===== config.mk =====
export PLATFORM = sky130hd
export DESIGN_NAME = dmem_arbiter_flat
export DESIGN_NICKNAME = d
export VERILOG_FILES = /design/src/rtl/dmem_pkg.sv /design/src/rtl/dmem_arbiter_if.sv /design/src/rtl/rr_arb2.sv /design/src/rtl/dmem_arbiter.sv /design/src/flat_wrapper.sv
export SDC_FILE = /design/constraint.sdc
export NUM_CORES = 1
export LEC_CHECK = 0
export BUFFER_PORTS_ARGS = -buffer_cell sky130_fd_sc_hd__buf_2
export CAP_MARGIN = 15
export CORE_AREA = 2 2 129 131
export CTS_CLUSTER_DIAMETER = 80
export CTS_CLUSTER_SIZE = 25
export DETAILED_ROUTE_END_ITERATION = 10
export DIE_AREA = 0 0 131 133
export SETUP_SLACK_MARGIN = 0.05
export SYNTH_ARGS = -nofsm -noshare
export SYNTH_HDL_FRONTEND = slang
export SYNTH_SLANG_ARGS = --single-unit

===== constraint.sdc =====
create_clock -name clk -period 2.8 [get_ports clk]
set_input_delay 0.42 -clock clk [delete_from_list [all_inputs] [get_ports clk]]
set_output_delay 0.42 -clock clk [all_outputs]
set_load 0.01 [all_outputs]

===== src/rtl/dmem_pkg.sv =====
// Shared defaults, types and helpers for the two-requester data-memory arbiter.
package dmem_pkg;

    localparam int unsigned DMEM_OFFSET = 256;
    localparam int unsigned DMEM_DEPTH  = 1024;

    typedef logic req_id_t;

    typedef struct packed {
        logic    valid;
        req_id_t id;
        logic    err;
    } rsp_t;

    // 33-bit compare so OFFSET+DEPTH near 2^32 cannot wrap.
    function automatic logic addrInRange(input logic [31:0] addr,
                                         input int unsigned offset,
                                         input int unsigned depth);
        logic [32:0] a;
        logic [32:0] lo;
        logic [32:0] hi;
        a  = {1'b0, addr};
        lo = 33'(offset);
        hi = 33'(offset) + 33'(depth);
        return (a >= lo) && (a < hi);
    endfunction

    function automatic logic [15:0] satInc(input logic [15:0] v);
        return (v == 16'hFFFF) ? v : v + 16'd1;
    endfunction

endpackage


===== src/rtl/dmem_arbiter_if.sv =====
// Requester-side handshake bundle and the synchronous data-memory port bundle.
interface dmem_arbiter_if;
    logic        valid;
    logic        ready;
    logic [31:0] addr;
    logic [31:0] wdata;
    logic        we;
    logic        rvalid;
    logic [31:0] rdata;
    logic        err;
    logic [15:0] accCnt;

    modport master (output valid, addr, wdata, we,
                    input  ready, rvalid, rdata, err, accCnt);
    modport slave  (input  valid, addr, wdata, we,
                    output ready, rvalid, rdata, err, accCnt);
endinterface

interface dmem_mem_if;
    logic [31:0] addr;
    logic [31:0] wdata;
    logic        we;
    logic [31:0] rdata;

    modport master (output addr, wdata, we, input rdata);
    modport slave  (input addr, wdata, we, output rdata);
endinterface


===== src/rtl/rr_arb2.sv =====
// Two-way round-robin grant: a lone requester always wins, on contention the
// requester not granted most recently wins.
module rr_arb2
    import dmem_pkg::*;
(
    input  logic [1:0] valid_i,
    input  req_id_t    lastGnt_i,
    output logic [1:0] gnt_o
);

    always_comb begin
        gnt_o = valid_i;
        if (valid_i == 2'b11) begin
            gnt_o = lastGnt_i ? 2'b01 : 2'b10;
        end
    end

endmodule


===== src/rtl/dmem_arbiter.sv =====
// Arbitrates two requesters onto one synchronous data memory, with range
// checking, one-cycle responses steered by a pending ID, and access counters.
module dmem_arbiter
    import dmem_pkg::*;
#(
    parameter int unsigned OFFSET = DMEM_OFFSET,
    parameter int unsigned DEPTH  = DMEM_DEPTH
) (
    input  logic           clk,
    input  logic           rst,
    dmem_arbiter_if.slave  req0,
    dmem_arbiter_if.slave  req1,
    dmem_mem_if.master     mem
);

    logic [1:0]  gntRaw;
    logic [1:0]  gnt;
    logic        anyGnt;
    req_id_t     gntId;
    logic [31:0] selAddr;
    logic [31:0] selWdata;
    logic        selWe;
    logic        inRange;
    logic        rvalid0;
    logic        rvalid1;

    req_id_t     lastGnt_q;
    rsp_t        pend_q;
    rsp_t        pend_d;
    logic [15:0] acc0Cnt_q;
    logic [15:0] acc1Cnt_q;

    rr_arb2 u_arb (
        .valid_i   ({req1.valid, req0.valid}),
        .lastGnt_i (lastGnt_q),
        .gnt_o     (gntRaw)
    );

    // Grants are masked during reset so nothing can be accepted while rst is high.
    assign gnt    = rst ? 2'b00 : gntRaw;
    assign anyGnt = |gnt;
    assign gntId  = gnt[1];

    assign req0.ready = gnt[0];
    assign req1.ready = gnt[1];

    assign selAddr  = gntId ? req1.addr  : req0.addr;
    assign selWdata = gntId ? req1.wdata : req0.wdata;
    assign selWe    = gntId ? req1.we    : req0.we;
    assign inRange  = addrInRange(selAddr, OFFSET, DEPTH);

    assign mem.addr  = anyGnt ? selAddr  : 32'(OFFSET);
    assign mem.wdata = anyGnt ? selWdata : 32'h0;
    assign mem.we    = anyGnt & selWe & inRange;

    always_comb begin
        pend_d       = '0;
        pend_d.valid = anyGnt;
        pend_d.id    = gntId;
        pend_d.err   = anyGnt & ~inRange;
    end

    always_ff @(posedge clk or posedge rst) begin
        if (rst) begin
            lastGnt_q <= 1'b1;
            pend_q    <= '0;
            acc0Cnt_q <= 16'h0;
            acc1Cnt_q <= 16'h0;
        end else begin
            pend_q <= pend_d;
            if (anyGnt) begin
                lastGnt_q <= gntId;
            end
            if (gnt[0]) begin
                acc0Cnt_q <= satInc(acc0Cnt_q);
            end
            if (gnt[1]) begin
                acc1Cnt_q <= satInc(acc1Cnt_q);
            end
        end
    end

    // Memory read data lines up with the pending record one cycle after acceptance.
    assign rvalid0 = pend_q.valid & (pend_q.id == 1'b0);
    assign rvalid1 = pend_q.valid & (pend_q.id == 1'b1);

    assign req0.rvalid = rvalid0;
    assign req0.err    = rvalid0 & pend_q.err;
    assign req0.rdata  = (rvalid0 & ~pend_q.err) ? mem.rdata : 32'h0;
    assign req0.accCnt = acc0Cnt_q;

    assign req1.rvalid = rvalid1;
    assign req1.err    = rvalid1 & pend_q.err;
    assign req1.rdata  = (rvalid1 & ~pend_q.err) ? mem.rdata : 32'h0;
    assign req1.accCnt = acc1Cnt_q;

endmodule


===== src/flat_wrapper.sv =====
// flat-port wrapper written by rule: the top's interface ports become plain ports
module dmem_arbiter_flat import dmem_pkg::*;
#(
    parameter int unsigned OFFSET = DMEM_OFFSET,
    parameter int unsigned DEPTH  = DMEM_DEPTH
)
  (clk, rst, req0_valid, req0_addr, req0_wdata, req0_we, req0_ready, req0_rvalid, req0_rdata, req0_err, req0_accCnt, req1_valid, req1_addr, req1_wdata, req1_we, req1_ready, req1_rvalid, req1_rdata, req1_err, req1_accCnt, mem_addr, mem_wdata, mem_we, mem_rdata);
  dmem_arbiter_if req0_i ();
  dmem_arbiter_if req1_i ();
  dmem_mem_if mem_i ();
  input  logic clk;
  input  logic rst;
  input wire logic [$bits(req0_i.valid)-1:0] req0_valid;
  input wire logic [$bits(req0_i.addr)-1:0] req0_addr;
  input wire logic [$bits(req0_i.wdata)-1:0] req0_wdata;
  input wire logic [$bits(req0_i.we)-1:0] req0_we;
  output wire logic [$bits(req0_i.ready)-1:0] req0_ready;
  output wire logic [$bits(req0_i.rvalid)-1:0] req0_rvalid;
  output wire logic [$bits(req0_i.rdata)-1:0] req0_rdata;
  output wire logic [$bits(req0_i.err)-1:0] req0_err;
  output wire logic [$bits(req0_i.accCnt)-1:0] req0_accCnt;
  input wire logic [$bits(req1_i.valid)-1:0] req1_valid;
  input wire logic [$bits(req1_i.addr)-1:0] req1_addr;
  input wire logic [$bits(req1_i.wdata)-1:0] req1_wdata;
  input wire logic [$bits(req1_i.we)-1:0] req1_we;
  output wire logic [$bits(req1_i.ready)-1:0] req1_ready;
  output wire logic [$bits(req1_i.rvalid)-1:0] req1_rvalid;
  output wire logic [$bits(req1_i.rdata)-1:0] req1_rdata;
  output wire logic [$bits(req1_i.err)-1:0] req1_err;
  output wire logic [$bits(req1_i.accCnt)-1:0] req1_accCnt;
  output wire logic [$bits(mem_i.addr)-1:0] mem_addr;
  output wire logic [$bits(mem_i.wdata)-1:0] mem_wdata;
  output wire logic [$bits(mem_i.we)-1:0] mem_we;
  input wire logic [$bits(mem_i.rdata)-1:0] mem_rdata;
  assign req0_i.valid = req0_valid;
  assign req0_i.addr = req0_addr;
  assign req0_i.wdata = req0_wdata;
  assign req0_i.we = req0_we;
  assign req0_ready = req0_i.ready;
  assign req0_rvalid = req0_i.rvalid;
  assign req0_rdata = req0_i.rdata;
  assign req0_err = req0_i.err;
  assign req0_accCnt = req0_i.accCnt;
  assign req1_i.valid = req1_valid;
  assign req1_i.addr = req1_addr;
  assign req1_i.wdata = req1_wdata;
  assign req1_i.we = req1_we;
  assign req1_ready = req1_i.ready;
  assign req1_rvalid = req1_i.rvalid;
  assign req1_rdata = req1_i.rdata;
  assign req1_err = req1_i.err;
  assign req1_accCnt = req1_i.accCnt;
  assign mem_addr = mem_i.addr;
  assign mem_wdata = mem_i.wdata;
  assign mem_we = mem_i.we;
  assign mem_i.rdata = mem_rdata;
  dmem_arbiter #(.OFFSET(OFFSET), .DEPTH(DEPTH)) u_core (.clk(clk), .rst(rst), .req0(req0_i), .req1(req1_i), .mem(mem_i));
endmodule

==> Word level (Yosys, flattened, before mapping) <==
Cells that the tools add are included.
{ "word_totals": {"ram_bits": 0, "latch_bits": 0, "output_inout_bits": 167, "memories": 0, "ff_bits": 36, "mem_bits_ro": 0, "inputBits": 166, "word_cells": 41} }
{ "op_classes": {"reduce_logical": 4, "magnitude_cmp": 2, "bitwise_logic": 14, "div_mod_pow": 0, "eq_ne": 3, "n_mul": 0, "mux": 10, "n_addsub": 2, "n_shift": 0} }
{ "op_table": {"columns": ["op", "count"], "rows": [
  ["$mux 32", 6],
  ["$add 16x1->16 const B", 2],
  ["$eq 16x16->1 const B", 2],
  ["$ge 32x9->1 const B", 1],
  ["$lt 32x11->1 const B", 1],
  ["$and 1x1->1", 9],
  ["$mux 2", 3],
  ["$not 1->1", 5],
  ["$reduce_and 2->1", 2],
  ["$eq 2x2->1 const B", 1],
  ["$reduce_or 2->1", 1],
  ["$logic_and 1x1->1", 1],
  ["$mux 1", 1]
]} }

==> Depth between registers and ports, before layout <==
Gate-level depths: netlist of run 1.
{ "logic_depth": {"word_depth": 8, "depth_mapped": 7, "depth_no_buf": 6} }

==> Modules after synthesis <==
From an unflattened synthesis of run 1, not the netlist that was laid out.
{ "unflattened": {"cells_unflattened": 326, "area_unflattened_um2": 2925.3} }
{ "modules_own_cells": {"columns": ["module", "area_each_um2", "instances", "cells_per_inst", "seq_area_each_um2"], "rows": [
  ["dmem_arbiter", 2906.5, 1, 323, 902.1],
  ["rr_arb2", 18.8, 1, 3, 0.0]
]} }

==> Worst setup path after synthesis of run 1 <==
No wires, ideal clock.
{ "synth_timing": {"path_type": "input port to output port", "from": "input rst", "to": "output mem_addr[0]", "t_required_ns": 2.380, "path_stages": 7, "path_slack_ns": 0.238, "t_arrival_ns": 2.142, "n_path_buf": 2, "cell_sequence": "inv_2 > nand3_1 > clkinv_2 > buf_2 > buf_1 > nand2_1 > a21oi_1"} }
{ "synth_via": {"elab_chain_cells": 3, "elab_cells_between_ends": 4, "cone_classes": "3 x mux; 1 x reduce/logical"} }
{ "synth_rtl": {"columns": ["item", "line_no", "source"], "rows": [
  ["from (decl)", "flat_wrapper.sv:12", "input logic rst;"],
  ["$mux 2 (*)", "dmem_arbiter.sv:40", "assign gnt = rst ? 2'b00 : gntRaw;"],
  ["$mux 32 or $reduce_or 2->1 (tied branches)", "dmem_arbiter.sv:47, dmem_arbiter.sv:41", null],
  ["$mux 32 (*)", "dmem_arbiter.sv:52", "assign mem.addr = anyGnt ? selAddr : 32'(OFFSET);"],
  ["to (decl)", "flat_wrapper.sv:31", "output wire logic [$bits(mem_i.addr)-1:0] mem_addr;"]
]} }
Every way passes the cells marked *; elsewhere a longest branch is shown, timed or not.

==> Final worst setup path of run 1 <==
{ "layout_timing": {"from": "input req0_addr[16]", "to": "output mem_we"} }
{ "layout_via": {"elab_chain_cells": 4, "elab_cells_between_ends": 5, "cone_classes": "2 x order compare; 1 x mux; 1 x bitwise; 1 x reduce/logical"} }
{ "layout_rtl": {"columns": ["item", "line_no", "source"], "rows": [
  ["from (decl)", "flat_wrapper.sv:14", "input wire logic [$bits(req0_i.addr)-1:0] req0_addr;"],
  ["$mux 32 (*)", "dmem_arbiter.sv:47", "assign selAddr = gntId ? req1.addr : req0.addr;"],
  ["$ge 32x9->1 or $lt 32x11->1 (tied branches)", "dmem_pkg.sv:25", "return (a >= lo) && (a < hi);"],
  ["$logic_and 1x1->1 (*)", "dmem_pkg.sv:25", null],
  ["$and 1x1->1 (*)", "dmem_arbiter.sv:54", "assign mem.we = anyGnt & selWe & inRange;"],
  ["to (decl)", "flat_wrapper.sv:33", "output wire logic [$bits(mem_i.we)-1:0] mem_we;"]
]} }
Marks and branches as above.

==> metrics.txt, run 1 <==
Detail Route Antenna Nets 0; final worst path period need 2.478 ns; WL final 13720 um; DIE WIDTH 131 um; vias per cell 4.314; Mean Syn Cell Area 6.809 sq um; RSZ-0062 raised after global routing false; core area 0.01617 sq mm; EDFF count, synth 0; CTS resizes 0; warnings from Yosys 0; fin util 0.3226; Std-Cell Rows 47; maximum vdd drop 0.0002567 V; WP data arrival 2.06 ns; R2R setup slack 0.92 ns; Yosys top cell by area dfrtp_1; clock skew 0.007321 ns; TNS Setup 0 ns; Power Density 394.6 mW/mm^2; Hold Violations, Final 0; post-synth top area share 0.2772; period utilization 0.8851; # DRC 0; slowest CP cell or4_1; worst min-delay path class in -> async; Multi-input gate area 0.002132 sq mm; top-count cell post-synth nand2_1; global-route wire length before repair 19790 um; sequential cell area 902.1 sq um; final setup fails 0; DR vias 4331; hold buffers post-CTS 0; vias in the first global route 3858; Top Ports 333; detailed placement HPWL 11130 um; Synth Net Count 632; Worst Setup End Kind output pin; largest net degree at the start of global routing 67; CP Cell Sequence buf_2 -> or4_1 -> nor3_1 -> nand4_1 -> a221o_1 -> nor3_2 -> buf_2; H-tree Lvls 2; Ant. Diodes 0; gpl congestion 0.7952; outcome finished, final reports clean; Clock Tree Buf Depth 2; crit-path max FO 2; ys flop type dfrtp_1; Post-Synthesis Cells 464; Post-synth ARST share 1.000; Worst Setup Start Kind primary input; Nets 951; GR Overflow Total 0; Synth Cell Area 0.003159 sq mm; number of distinct library cells after synthesis 40; layout cell share with drive strength beyond 1 0.4579; top cells by area, synth dfrtp_1 (28%), nand2_1 (17%), and2_1 (14%); Fillers 1730; Routed wire per std cell 13.66 um; TritonCTS Buffers 5; Synth Register Bits 36; initial antenna violation count 1; CTS tree done; Post-synth top cells nand2_1 (142), and2_1 (70), a21oi_1 (65), dfrtp_1 (35); Max stage delay on crit path 0.54 ns; Achievable Freq 403.5 MHz; full die area 0.01742 sq mm; Leak 2.963 nW; effective utilization at floorplan 0.1954; kind of critical path in -> out; DR iter-0 viols 212; Slew HR 0.6851; slew at the pin closest to its max-slew limit 0.4724 ns; area delta synth->final 65.11%; DRT Pass-1 Iters 4; Die H 133 um; Clock Pin Slew Worst Setup and Hold Paths 0.06 ns; post-synthesis sequential area ratio 0.2855; # Post-CTS Setup Buffers 0; number of max-cap violations 0; CP most frequent cell buf_2; clock root cell clkbuf_16; pins over their slew limit 0; Skew-Pair Late Insertion Delay 0.28 ns; CP Data Required Time 2.38 ns; port bufs 332; Tot GR Track Use 0.1433; clock sink count 36
==> power by group <==
part | internal, W | switching (W)
clock | 0.000332 | 0.000203
sequential | 0.000615 | 0.000135
combinational | 0.000353 | 0.000421
==> layer usage <==
layer	GRT usage	vias up	routed length (um)
met2	0.2602	232	6846
li1	-	2175	-
met5	0	-	13
met4	0.02778	2	152
met1	0.1773	1905	5512
met3	0.02264	17	1192
==> metrics by stage <==
step                      std cells  setup WS (ns)  total power, W  hold WS (ns)  area [sq um]
after floorplan                 464         0.2382        0.001132        0.3866          3159
after global placement          996         0.2944        0.001535        0.4527          5075
after detailed placement        996         0.2819        0.001537        0.4604          5075
after CTS                      1004         0.2815        0.002084        0.3445          5216
after global routing           1004         0.2024        0.002204        0.3718          5216
final                          1004         0.3217        0.002058        0.3311          5216
==> state kept, by name, summed over array words and instances (netlist names) <==
name / cells
u_core.req0.accCnt: 16
u_core.req1.accCnt: 16
u_core.pend_q: 3
u_core.lastGnt_q: 1
==> cells by family (layout without fill, tap and decap cells) <==
kind of cell / count (synthesis) / count (layout) / synth area share
buffers and inverters: 36 / 356 / 0.04474
AND/OR/NAND/NOR: 282 / 282 / 0.4424
adder cells (fa/ha/maj): 2 / 2 / 0.007920
multiplexers: 4 / 4 / 0.01347
flip-flops: 36 / 36 / 0.2855
AO/OA/AOI/OAI: 77 / 77 / 0.1311
XOR/XNOR: 27 / 27 / 0.07485
==> path summary, 6_finish.rpt <==
| path | from | endpoint | cells after the start |
|---|---|---|---|
| max in group asynchronous | rst | u_core.lastGnt_q$_DFFE_PP1P_ | 3 |
| min | rst | u_core.req1.accCnt[14]$_DFFE_PP0P_ | 3 |
| min in group clk | u_core.lastGnt_q$_DFFE_PP1P_ | u_core.lastGnt_q$_DFFE_PP1P_ | 2 |
| min reg2reg | u_core.lastGnt_q$_DFFE_PP1P_ | u_core.lastGnt_q$_DFFE_PP1P_ | 2 |
| max | req0_addr[16] | mem_we | 7 |
| max reg2reg | u_core.lastGnt_q$_DFFE_PP1P_ | u_core.req1.accCnt[15]$_DFFE_PP0P_ | 6 |
==> cell usage in the layout, fill, tap and decap left out, drive strengths merged, types with 2 or more instances in the layout <==
cell type,netlist,layout
ha,2,2
inv,7,7
and4,2,2
nand3b,2,2
clkbuf,19,7
a21oi,65,65
and2,70,70
nor2b,4,4
nor2,13,13
nor4,7,7
mux2i,2,2
nand2,142,142
buf,9,340
or4,4,4
nand4,13,13
a211oi,4,4
mux2,2,2
a31oi,3,3
xor2,9,9
nand3,11,11
nor3,9,9
and3,2,2
dfrtp,35,35
clkinv,1,2
xnor2,18,18
==> layout make-up <==
| class | count | share of cell area |
|---|---|---|
| Multi-Input combinational cell | 392 | 0.4087 |
| Timing Repair Buffer | 340 | 0.3325 |
| Sequential cell | 36 | 0.1729 |
| Tap cell | 220 | 0.05277 |
| Clock buffer | 7 | 0.02543 |
| Inverter | 8 | 0.005997 |
| Clock inverter | 1 | 0.001679 |
==> worst max-delay path, delay by kind of cell <==
family	cells	cell delay, ns
AO/OA/AOI/OAI	1	0.40
AND/OR/NAND/NOR	4	0.97
buffers and inverters	2	0.26
Note: power is estimated with default switching activity, not from simulation.
==> run 2: changes to the inputs <==
--- a/config.mk
+++ b/config.mk
@@ -13,5 +13,4 @@
 export DETAILED_ROUTE_END_ITERATION = 10
 export DIE_AREA = 0 0 131 133
-export SETUP_SLACK_MARGIN = 0.05
 export SYNTH_ARGS = -nofsm -noshare
 export SYNTH_HDL_FRONTEND = slang
==> constraint.sdc (replaced) <==
create_clock -name clk -period 2.8 [get_ports clk]
set_input_delay 0.28 -clock clk [delete_from_list [all_inputs] [get_ports clk]]
set_output_delay 0.28 -clock clk [all_outputs]
set_load 0.01 [all_outputs]
==> run 2 against run 1 <==
Sequential cell count stayed put; worst hold slack worse by 0.28 ns; register-to-register slack better by 0.04 ns; critical path depth is 1 lower; first-iteration DRC count stayed put; non-clock buffer count is 1 higher; cell area is 0.38% higher; maximum frequency is 11% higher; core utilization is 0.12 points higher; sequential power hardly changed; clock skew is 0.0019 ns lower.
==> metrics.txt, run 2 (same netlist as run 1, synthesis figures left out) <==
number of max-cap violations 0; initial antenna violation count 1; port bufs 332; slowest CP cell dfstp_2; crit-path max FO 8; Ant. Diodes 0; R2R setup slack 0.96 ns; global-route wire length before repair 19880 um; DRT Pass-1 Iters 4; Max stage delay on crit path 0.53 ns; Hold Violations, Final 0; Reg-to-Reg Start u_core.lastGnt_q$_DFFE_PP1P_; area delta synth->final 65.74%; clock skew 0.005397 ns; Slew HR 0.5622; hold buffers post-CTS 0; most common cell after layout, fill and taps aside buf_2; core area 0.01617 sq mm; Die H 133 um; Worst R2R Path Depth 6; maximum vdd drop 0.0002419 V; largest net degree at the start of global routing 67; CP Cell Sequence nand2_1 -> nand3_2 -> clkinv_2 -> a221o_1 -> nor3_2 -> buf_2; outcome finished, final reports clean; period utilization 0.7974; Clock Pin Slew Worst Setup and Hold Paths 0.05 ns; non-filler cells, final 1005; Tot GR Track Use 0.1440; effective utilization at floorplan 0.1954; Worst Setup End Kind output pin; WL final 13770 um; DR iter-0 viols 212; GR Overflow Total 0; Std-Cell Rows 47; Skew-Pair Late Insertion Delay 0.28 ns; worst min-delay path class in -> async; slew at the pin closest to its max-slew limit 0.6542 ns; kind of critical path reg -> out; CTS tree done; Worst Setup Start Kind flip-flop; Crit Reg-Reg Endpoint u_core.req1.accCnt[13]$_DFFE_PP0P_; gpl congestion 0.8013; fin util 0.3238; commonest non-fill, non-tap cells in the layout buf_2 (332), nand2_1 (142), and2_1 (70); RSZ-0062 raised after global routing false; vias in the first global route 3959; detailed placement HPWL 11290 um; Detail Route Antenna Nets 0; DIE WIDTH 131 um; full die area 0.01742 sq mm; clock root cell clkbuf_16; final worst path period need 2.233 ns; layout cell share with drive strength beyond 1 0.4586; TNS Setup 0 ns; # DRC 0; Power Density 394.0 mW/mm^2; Inst Count DP 997; TritonCTS Buffers 5; Leak 2.970 nW; CTS resizes 0; Nets 952; H-tree Lvls 2; WP data arrival 1.95 ns; # Post-CTS Setup Buffers 0; vias per cell 4.372; final setup fails 0; pins over their slew limit 0; Fillers 1756; Achievable Freq 447.9 MHz; DR vias 4394; CP Data Required Time 2.52 ns; Clock Tree Buf Depth 2; Top Ports 333; Routed wire per std cell 13.70 um; clock sink count 36
==> run 2: cell types whose count changed in the layout (fill, tap and decap cells not counted) <==
cell,before,now
buf_12,1,2
==> run 2: worst max path at each step <==
stage / depth (start not counted) / slack [ns] / to / start
5_1_grt: 6 / 0.42 / mem_we / u_core.lastGnt_q$_DFFE_PP1P_
6_report: 6 / 0.57 / mem_we / u_core.lastGnt_q$_DFFE_PP1P_
2_1_floorplan: 7 / 0.52 / mem_addr[0] / rst
3_3_place_gp: 7 / 0.57 / mem_we / req0_addr[16]
4_1_cts: 6 / 0.52 / mem_we / u_core.lastGnt_q$_DFFE_PP1P_
3_5_place_dp: 7 / 0.57 / mem_we / req0_addr[16]
==> run 2: cell type report <==
class | count | area, sq um | area share
clock inverters | 1 | 8.758 | 0.001673
repair buffers | 341 | 1754 | 0.3350
inverters | 8 | 31.28 | 0.005974
multi-input cells | 392 | 2132 | 0.4072
clock buffers | 7 | 132.6 | 0.02533
flip-flops and latches | 36 | 902.1 | 0.1723
well taps | 220 | 275.3 | 0.05257
==> run 2: per-stage QoR <==
step / hold WS (ns) / area [sq um] / setup WS [ns] / total power, W
finish: 0.04960 / 5236 / 0.5674 / 0.002063
global route: 0.08016 / 5236 / 0.4242 / 0.002210
CTS: 0.05889 / 5236 / 0.5235 / 0.002085
detailed placement: 0.3515 / 5095 / 0.5696 / 0.001543
global placement: 0.3473 / 5095 / 0.5745 / 0.001539
floorplan: 0.2466 / 3159 / 0.5182 / 0.001132
==> run 2: report_power, final <==
group          switching, W  internal [W]
sequential         0.000135      0.000615
clock              0.000200      0.000332
combinational      0.000424      0.000357
total              0.000760       0.00130
==> run 2: critical path, delay by kind of cell, from the launching register on <==
family                 cells  cell delay, ns
and+or+nand+nor            3            0.40
DFF                        1            0.53
buffers and inverters      2            0.33
AOI/OAI and AO/OA          1            0.41
==> run 2: metal layers <==
metal	up-vias	wire length (um)	track usage
li1	2188	-	-
met1	1933	5704	0.1806
met2	255	6821	0.2588
met3	16	1058	0.02143
met4	2	175	0.02955
met5	-	11	0
